File: config.mk
export PLATFORM = sky130hd
export DESIGN_NAME = logic_unit_pipe_flat
export DESIGN_NICKNAME = d
export VERILOG_FILES = /design/src/rtl/logic_unit_pkg.sv /design/src/rtl/logic_unit_pipe_if.sv /design/src/rtl/logic_unit_pipe_bitwise_core.sv /design/src/rtl/logic_unit_pipe.sv /design/src/flat_wrapper.sv
export SDC_FILE = /design/constraint.sdc
export NUM_CORES = 1
export LEC_CHECK = 0
export CAP_MARGIN = 0
export CORE_MARGIN = 3
export CORE_UTILIZATION = 53
export CTS_CLUSTER_DIAMETER = 50
export DETAILED_ROUTE_END_ITERATION = 10
export GPL_TIMING_DRIVEN = 0
export PLACE_DENSITY = 0.86
export SYNTH_ARGS = -nofsm -noshare
export SYNTH_HDL_FRONTEND = slang
export SYNTH_SLANG_ARGS = --single-unit
File: constraint.sdc
create_clock -name clk -period 6.9 [get_ports clk]
set_clock_uncertainty 0.2 [all_clocks]
set_input_delay 1.035 -clock clk [delete_from_list [all_inputs] [get_ports clk]]
set_output_delay 1.035 -clock clk [all_outputs]
set_load 0.005 [all_outputs]
File: src/rtl/logic_unit_pkg.sv
// logic_unit_pkg: shared constants and helpers for the logic_unit_pipe block.
//   OPW        - opcode width
//   OP_*       - function select encodings
//   bit_op()   - single-bit gate evaluation used by bitwise_core
package logic_unit_pkg;

    localparam int unsigned OPW = 3;

    localparam logic [OPW-1:0] OP_AND  = 3'b000;
    localparam logic [OPW-1:0] OP_OR   = 3'b001;
    localparam logic [OPW-1:0] OP_XOR  = 3'b010;
    localparam logic [OPW-1:0] OP_NOR  = 3'b011;
    localparam logic [OPW-1:0] OP_NAND = 3'b100;
    localparam logic [OPW-1:0] OP_XNOR = 3'b101;
    localparam logic [OPW-1:0] OP_NOTA = 3'b110;
    localparam logic [OPW-1:0] OP_PASS = 3'b111;

    // One gate per bit lane, same structure as the old 4-bit OR stage.
    function automatic logic bit_op(input logic [OPW-1:0] op, input logic a, input logic b);
        logic r;
        r = a;
        unique case (op)
            OP_AND:  r = a & b;
            OP_OR:   r = a | b;
            OP_XOR:  r = a ^ b;
            OP_NOR:  r = ~(a | b);
            OP_NAND: r = ~(a & b);
            OP_XNOR: r = ~(a ^ b);
            OP_NOTA: r = ~a;
            OP_PASS: r = a;
            default: r = a;
        endcase
        return r;
    endfunction

endpackage

File: src/rtl/logic_unit_pipe_if.sv
// logic_unit_pipe_if: operand/result handshake bundle for logic_unit_pipe.
//   master: operand source and result sink (drives in_*, acc_clr, out_ready)
//   slave : the logic unit (drives in_ready, out_valid, out_y and flags)
interface logic_unit_pipe_if #(
    parameter int unsigned WIDTH = 4
);
    import logic_unit_pkg::*;

    logic             in_valid;
    logic             in_ready;
    logic [WIDTH-1:0] in_a;
    logic [WIDTH-1:0] in_b;
    logic [OPW-1:0]   in_op;
    logic             in_acc;
    logic             acc_clr;
    logic             out_valid;
    logic             out_ready;
    logic [WIDTH-1:0] out_y;
    logic             out_zero;
    logic             out_ones;
    logic             out_par;

    modport master (
        output in_valid, in_a, in_b, in_op, in_acc, acc_clr, out_ready,
        input  in_ready, out_valid, out_y, out_zero, out_ones, out_par
    );

    modport slave (
        input  in_valid, in_a, in_b, in_op, in_acc, acc_clr, out_ready,
        output in_ready, out_valid, out_y, out_zero, out_ones, out_par
    );

endinterface

File: src/rtl/logic_unit_pipe_bitwise_core.sv
// bitwise_core: combinational WIDTH-bit logic function plus status flags.
//   a, b : operands          op  : function select
//   y    : result            zero: y == 0, ones: y all ones, par: XOR of y
module bitwise_core
    import logic_unit_pkg::*;
#(
    parameter int unsigned WIDTH = 4
) (
    input  logic [WIDTH-1:0] a,
    input  logic [WIDTH-1:0] b,
    input  logic [OPW-1:0]   op,
    output logic [WIDTH-1:0] y,
    output logic             zero,
    output logic             ones,
    output logic             par
);

    for (genvar i = 0; i < WIDTH; i++) begin : g_bit
        assign y[i] = bit_op(op, a[i], b[i]);
    end

    assign zero = ~|y;
    assign ones = &y;
    assign par  = ^y;

endmodule

File: src/rtl/logic_unit_pipe.sv
// logic_unit_pipe: registered bitwise logic unit with accumulator and
// one-deep valid/ready output stage.
//   clk : rising-edge clock
//   rst : asynchronous active-high reset
//   bus : logic_unit_pipe_if slave (operands, opcode, acc control, result, flags)
module logic_unit_pipe #(
    parameter int unsigned WIDTH = 4,
    parameter int unsigned OPW   = logic_unit_pkg::OPW
) (
    input logic                clk,
    input logic                rst,
    logic_unit_pipe_if.slave   bus
);

    logic [WIDTH-1:0] acc_q;
    logic [WIDTH-1:0] y_q;
    logic             valid_q;
    logic             zero_q;
    logic             ones_q;
    logic             par_q;

    logic             accept;
    logic [OPW-1:0]   op;
    logic [WIDTH-1:0] a_eff;
    logic [WIDTH-1:0] y_new;
    logic             zero_new;
    logic             ones_new;
    logic             par_new;

    assign bus.in_ready = !valid_q || bus.out_ready;
    assign accept       = bus.in_valid && bus.in_ready;
    assign op           = bus.in_op;

    // A clear in the same cycle as an accumulate makes the operand zero.
    always_comb begin
        a_eff = bus.in_a;
        if (bus.in_acc) begin
            a_eff = bus.acc_clr ? '0 : acc_q;
        end
    end

    bitwise_core #(
        .WIDTH (WIDTH)
    ) u_core (
        .a    (a_eff),
        .b    (bus.in_b),
        .op   (op),
        .y    (y_new),
        .zero (zero_new),
        .ones (ones_new),
        .par  (par_new)
    );

    always_ff @(posedge clk or posedge rst) begin
        if (rst) begin
            valid_q <= 1'b0;
            y_q     <= '0;
            zero_q  <= 1'b1;
            ones_q  <= 1'b0;
            par_q   <= 1'b0;
        end else if (accept) begin
            valid_q <= 1'b1;
            y_q     <= y_new;
            zero_q  <= zero_new;
            ones_q  <= ones_new;
            par_q   <= par_new;
        end else if (bus.out_ready) begin
            valid_q <= 1'b0;
        end
    end

    always_ff @(posedge clk or posedge rst) begin
        if (rst) begin
            acc_q <= '0;
        end else if (accept && bus.in_acc) begin
            acc_q <= y_new;
        end else if (bus.acc_clr) begin
            acc_q <= '0;
        end
    end

    assign bus.out_valid = valid_q;
    assign bus.out_y     = y_q;
    assign bus.out_zero  = zero_q;
    assign bus.out_ones  = ones_q;
    assign bus.out_par   = par_q;

endmodule

File: src/flat_wrapper.sv
// flat-port wrapper written by rule: the top's interface ports become plain ports
module logic_unit_pipe_flat 
#(
    parameter int unsigned WIDTH = 4,
    parameter int unsigned OPW   = logic_unit_pkg::OPW
)
  (clk, rst, bus_in_valid, bus_in_a, bus_in_b, bus_in_op, bus_in_acc, bus_acc_clr, bus_out_ready, bus_in_ready, bus_out_valid, bus_out_y, bus_out_zero, bus_out_ones, bus_out_par);
  logic_unit_pipe_if #(.WIDTH(WIDTH)) bus_i ();
  input logic clk;
  input logic rst;
  input wire logic [$bits(bus_i.in_valid)-1:0] bus_in_valid;
  input wire logic [$bits(bus_i.in_a)-1:0] bus_in_a;
  input wire logic [$bits(bus_i.in_b)-1:0] bus_in_b;
  input wire logic [$bits(bus_i.in_op)-1:0] bus_in_op;
  input wire logic [$bits(bus_i.in_acc)-1:0] bus_in_acc;
  input wire logic [$bits(bus_i.acc_clr)-1:0] bus_acc_clr;
  input wire logic [$bits(bus_i.out_ready)-1:0] bus_out_ready;
  output wire logic [$bits(bus_i.in_ready)-1:0] bus_in_ready;
  output wire logic [$bits(bus_i.out_valid)-1:0] bus_out_valid;
  output wire logic [$bits(bus_i.out_y)-1:0] bus_out_y;
  output wire logic [$bits(bus_i.out_zero)-1:0] bus_out_zero;
  output wire logic [$bits(bus_i.out_ones)-1:0] bus_out_ones;
  output wire logic [$bits(bus_i.out_par)-1:0] bus_out_par;
  assign bus_i.in_valid = bus_in_valid;
  assign bus_i.in_a = bus_in_a;
  assign bus_i.in_b = bus_in_b;
  assign bus_i.in_op = bus_in_op;
  assign bus_i.in_acc = bus_in_acc;
  assign bus_i.acc_clr = bus_acc_clr;
  assign bus_i.out_ready = bus_out_ready;
  assign bus_in_ready = bus_i.in_ready;
  assign bus_out_valid = bus_i.out_valid;
  assign bus_out_y = bus_i.out_y;
  assign bus_out_zero = bus_i.out_zero;
  assign bus_out_ones = bus_i.out_ones;
  assign bus_out_par = bus_i.out_par;
  logic_unit_pipe #(.WIDTH(WIDTH), .OPW(OPW)) u_core (.clk(clk), .rst(rst), .bus(bus_i));
endmodule
==> run_results.csv <==
group,metric,value,unit
run_status,run_status,"finished clean",
global_routing,grt_overflow_total,0,
cts,cts_tree,"yes",
route,finalWirelength,3.15,mm
power_and_ir_drop,ir_drop,164,µV
power_and_ir_drop,p_leak,0.752,nW
finish,syn_to_final_growth,21.7,%
setup_path,r2r_start,"u_core.acc_q[1]$_DFF_PP0_",
sta,worst_slew_pin_slew,0.451,ns
route,drc_errors,0,
sta,max_freq,275,MHz
sta,slew_viol_final,0,
worst_hold_path,hold_path.class,"reg -> reg",
finish,drive_gt1_frac,0.192,
floorplanning,row_count,17,
synth,yosysUniqueCellTypes,32,
global_routing,use_met1,0.260,
cts,root_buffer,"clkbuf_4",
setup_path,cp.arrival,3.60,ns
setup_path,crit_path_end_kind,"flip-flop",
worst_hold_path,min_from,"u_core.bus.out_par$_DFFE_PP0P_",
finish,num_antenna_cells,0,
sta,fin_crit,3.64,ns
setup_path,cp_max_fo,8,
sta,finalCritPeriodShare,0.527,
synth,synthAdderAreaFrac,0.112,
route,drt_iter0_drc,33,
setup_path,critPathKind,"in -> reg",
global_routing,grt_max_degree,13,
synth,syn_inst,156,
placed_design,hpwl,2.42,mm
synth,synthSimpleGateAreaFrac,0.295,
worst_hold_path,whs_path_depth,2,
global_routing,use_met3,0.0460,
synth,synth-seq-cells,12,
global_routing,grt_pass1_vias,1283,
route,ant_nets,0,
cts,clk_pin_slew,0.07,ns
global_routing,busiest_layer,"met2",
cts,hold_buffers,0,
route,vias,1194,
placed_design,gp_congestion,0.924,
sta,setup_violations,0,
global_routing,gr-usage-met2,0.376,
synth,ys_warn_count,0,
synth,syn-num-nets,185,
cts,cts-resized-gates,0,
setup_path,r2r_cells,12,
cts,clock_path_buffers,2,
setup_path,cp-start-kind,"input pin",
floorplanning,start_util,0.585,
synth,synth_top_family_by_area,"simple AND/OR/NAND/NOR gates",
worst_hold_path,hold_path_end,"u_core.bus.out_par$_DFFE_PP0P_",
cts,postCtsSetupBuffers,0,
synth,synthXorXnorAreaFrac,0.00652,
synth,synth.area.mux_share,0.101,
run,maxCapViolCount,0,
global_routing,grt_pass1_wl,5.52,mm
sta,final_hold_viol_count,0,
power_and_ir_drop,powerDensity,154,nW/µm²
cts,h-tree-depth,1,
cts,cts_inserted_buffers,3,
sta,rsz0062_at_grt,"false",
synth,syn_avg_cell_area,8.61,µm²
floorplanning,coreArea,2300,µm²
synth,synthesis.area,1340,µm²
global_routing,antenna_found_initial,0,
floorplanning,die_area,3180,µm²
placed_design,numPortBuffers,22,
cts,cts_sinks,12,
power_and_ir_drop,total_power,252,µW
synth,synth_compound_area_frac,0.165,
route,vias_per_cell,5.69,
floorplanning,dieWidth,56.4,µm
setup_path,timing.reg2reg.setup_slack,4.30,ns
floorplanning,dieHeight,56.4,µm
route,wire_per_inst,15.0,µm
finish,nets,212,
floorplanning,ios,26,
sta,tns,0,ns
synth,yosysSeqAreaShare,0.224,
finish,fin_util,0.712,
cts,clock_latency,0.29,ns
setup_path,r2r_end,"u_core.bus.out_par$_DFFE_PP0P_",
sta,slew_headroom,0.699,
global_routing,grt_usage,0.218,
setup_path,crit_required,6.86,ns
route,first_pass_iters,4,
[critical path: stages]
cell and delay (ns):
clkdlybuf4s50_1 0.51, nand3b_1 0.25, nand2_1 0.11, inv_1 0.05, ha_1 0.30, or2b_1 0.24, a21o_1 0.18, a311o_1 0.26
o21a_1 0.16, inv_1 0.08, ha_1 0.23, xnor2_1 0.13, o21ai_0 0.08
[registers in the layout, summed over array words and instances (netlist names)]
name	cells
u_core.bus.out_ones	1
u_core.bus.out_zero	1
u_core.bus.out_par	1
u_core.acc_q	4
u_core.bus.out_valid	1
u_core.bus.out_y	4
[power by group]
group	internal [mW]	total, mW	switching, mW	leakage [nW]
clock	0.0322	0.0583	0.0261	0.0210
sequential	0.0816	0.0869	0.00531	0.151
combinational	0.0597	0.107	0.0470	0.580
total	0.174	0.252	0.0784	0.752
[per-layer routing]
metal,up-vias,share of wire
li1,577,-
met1,572,0.43
met2,37,0.50
met3,8,0.041
met4,0,0.022
met5,-,0
[synthesized netlist by cell type]
master    instances  share of area
nand2_1          23          0.064
inv_1            13          0.036
ha_1             12           0.11
mux2_2           12           0.10
dfrtp_1          11           0.20
nor2b_1          10          0.047
nand2b_1          9          0.042
a21o_1            8          0.045
a21oi_1           5          0.019
nor2_1            5          0.014
buf_6             4          0.034
nand3b_1          4          0.022
nor3b_2           4          0.037
o21ai_0           4          0.015
a311oi_2          3          0.034
a32o_1            3          0.022
and3b_1           3          0.020
nor2_2            3          0.014
o21ai_1           3          0.011
or2_0             3          0.014
buf_2             2         0.0074
or2b_1            2          0.011
a211o_1           1         0.0065
a311o_1           1         0.0074
and3_1            1         0.0047
buf_1             1         0.0028
buf_4             1         0.0056
buf_8             1          0.011
dfstp_2           1          0.020
nor3b_1           1         0.0056
o21a_1            1         0.0056
xnor2_1           1         0.0065
[metrics by stage]
stage | instances | cell area, µm² | setup WS, ns | hold WS (ns)
5_1_grt | 210 | 1640 | 3.12 | 0.325
2_1_floorplan | 156 | 1340 | 3.62 | 0.266
4_1_cts | 210 | 1640 | 3.25 | 0.288
6_report | 210 | 1640 | 3.26 | 0.281
3_3_place_gp | 206 | 1600 | 3.02 | 0.265
3_5_place_dp | 206 | 1600 | 2.95 | 0.275
[worst max path at each step]
stage,depth (start not counted),endpoint,startpoint,slack (ns)
final,13,u_core.bus.out_par$_DFFE_PP0P_,bus_acc_clr,3.26
after global routing,13,u_core.bus.out_par$_DFFE_PP0P_,bus_acc_clr,3.12
after CTS,13,u_core.bus.out_par$_DFFE_PP0P_,bus_acc_clr,3.25
after detailed placement,13,u_core.bus.out_par$_DFFE_PP0P_,bus_acc_clr,2.95
after global placement,13,u_core.bus.out_par$_DFFE_PP0P_,bus_acc_clr,3.02
after floorplan,13,u_core.bus.out_par$_DFFE_PP0P_,bus_in_acc,3.62
[layout by cell type (no fill, tap or decap), types with 2 or more instances in the layout]
master,count
or2_0,3
clkdlybuf4s50_1,22
inv_1,13
clkbuf_4,3
nor2_1,5
a32o_1,3
a311oi_2,3
dfrtp_1,11
nand2b_1,9
nor3b_2,4
o21ai_0,4
nand3b_1,4
a21o_1,8
and3b_1,3
or2b_1,2
a21oi_1,5
nand2_1,23
nor2_2,3
ha_1,12
buf_6,4
o21ai_1,3
buf_2,2
nor2b_1,10
mux2_2,12
[kinds of logic (layout without fill, tap and decap cells)]
family / count (synthesis) / in the layout
flops: 12 / 12
xor+xnor: 1 / 1
buf+inv: 22 / 48
simple gates: 68 / 68
mux: 12 / 12
fa+ha+maj: 12 / 12
compound gates: 29 / 29
[final cells by class]
class / instances / area [µm²]
fillers: 176 / 662
well taps: 28 / 35.0
flip-flops and latches: 12 / 302
multi-input cells: 122 / 912
inverters: 13 / 48.8
plain buffers: 9 / 81.3
clock buffers: 4 / 36.3
repair buffers: 22 / 220
No activity file was read; power rests on OpenSTA's default activity.
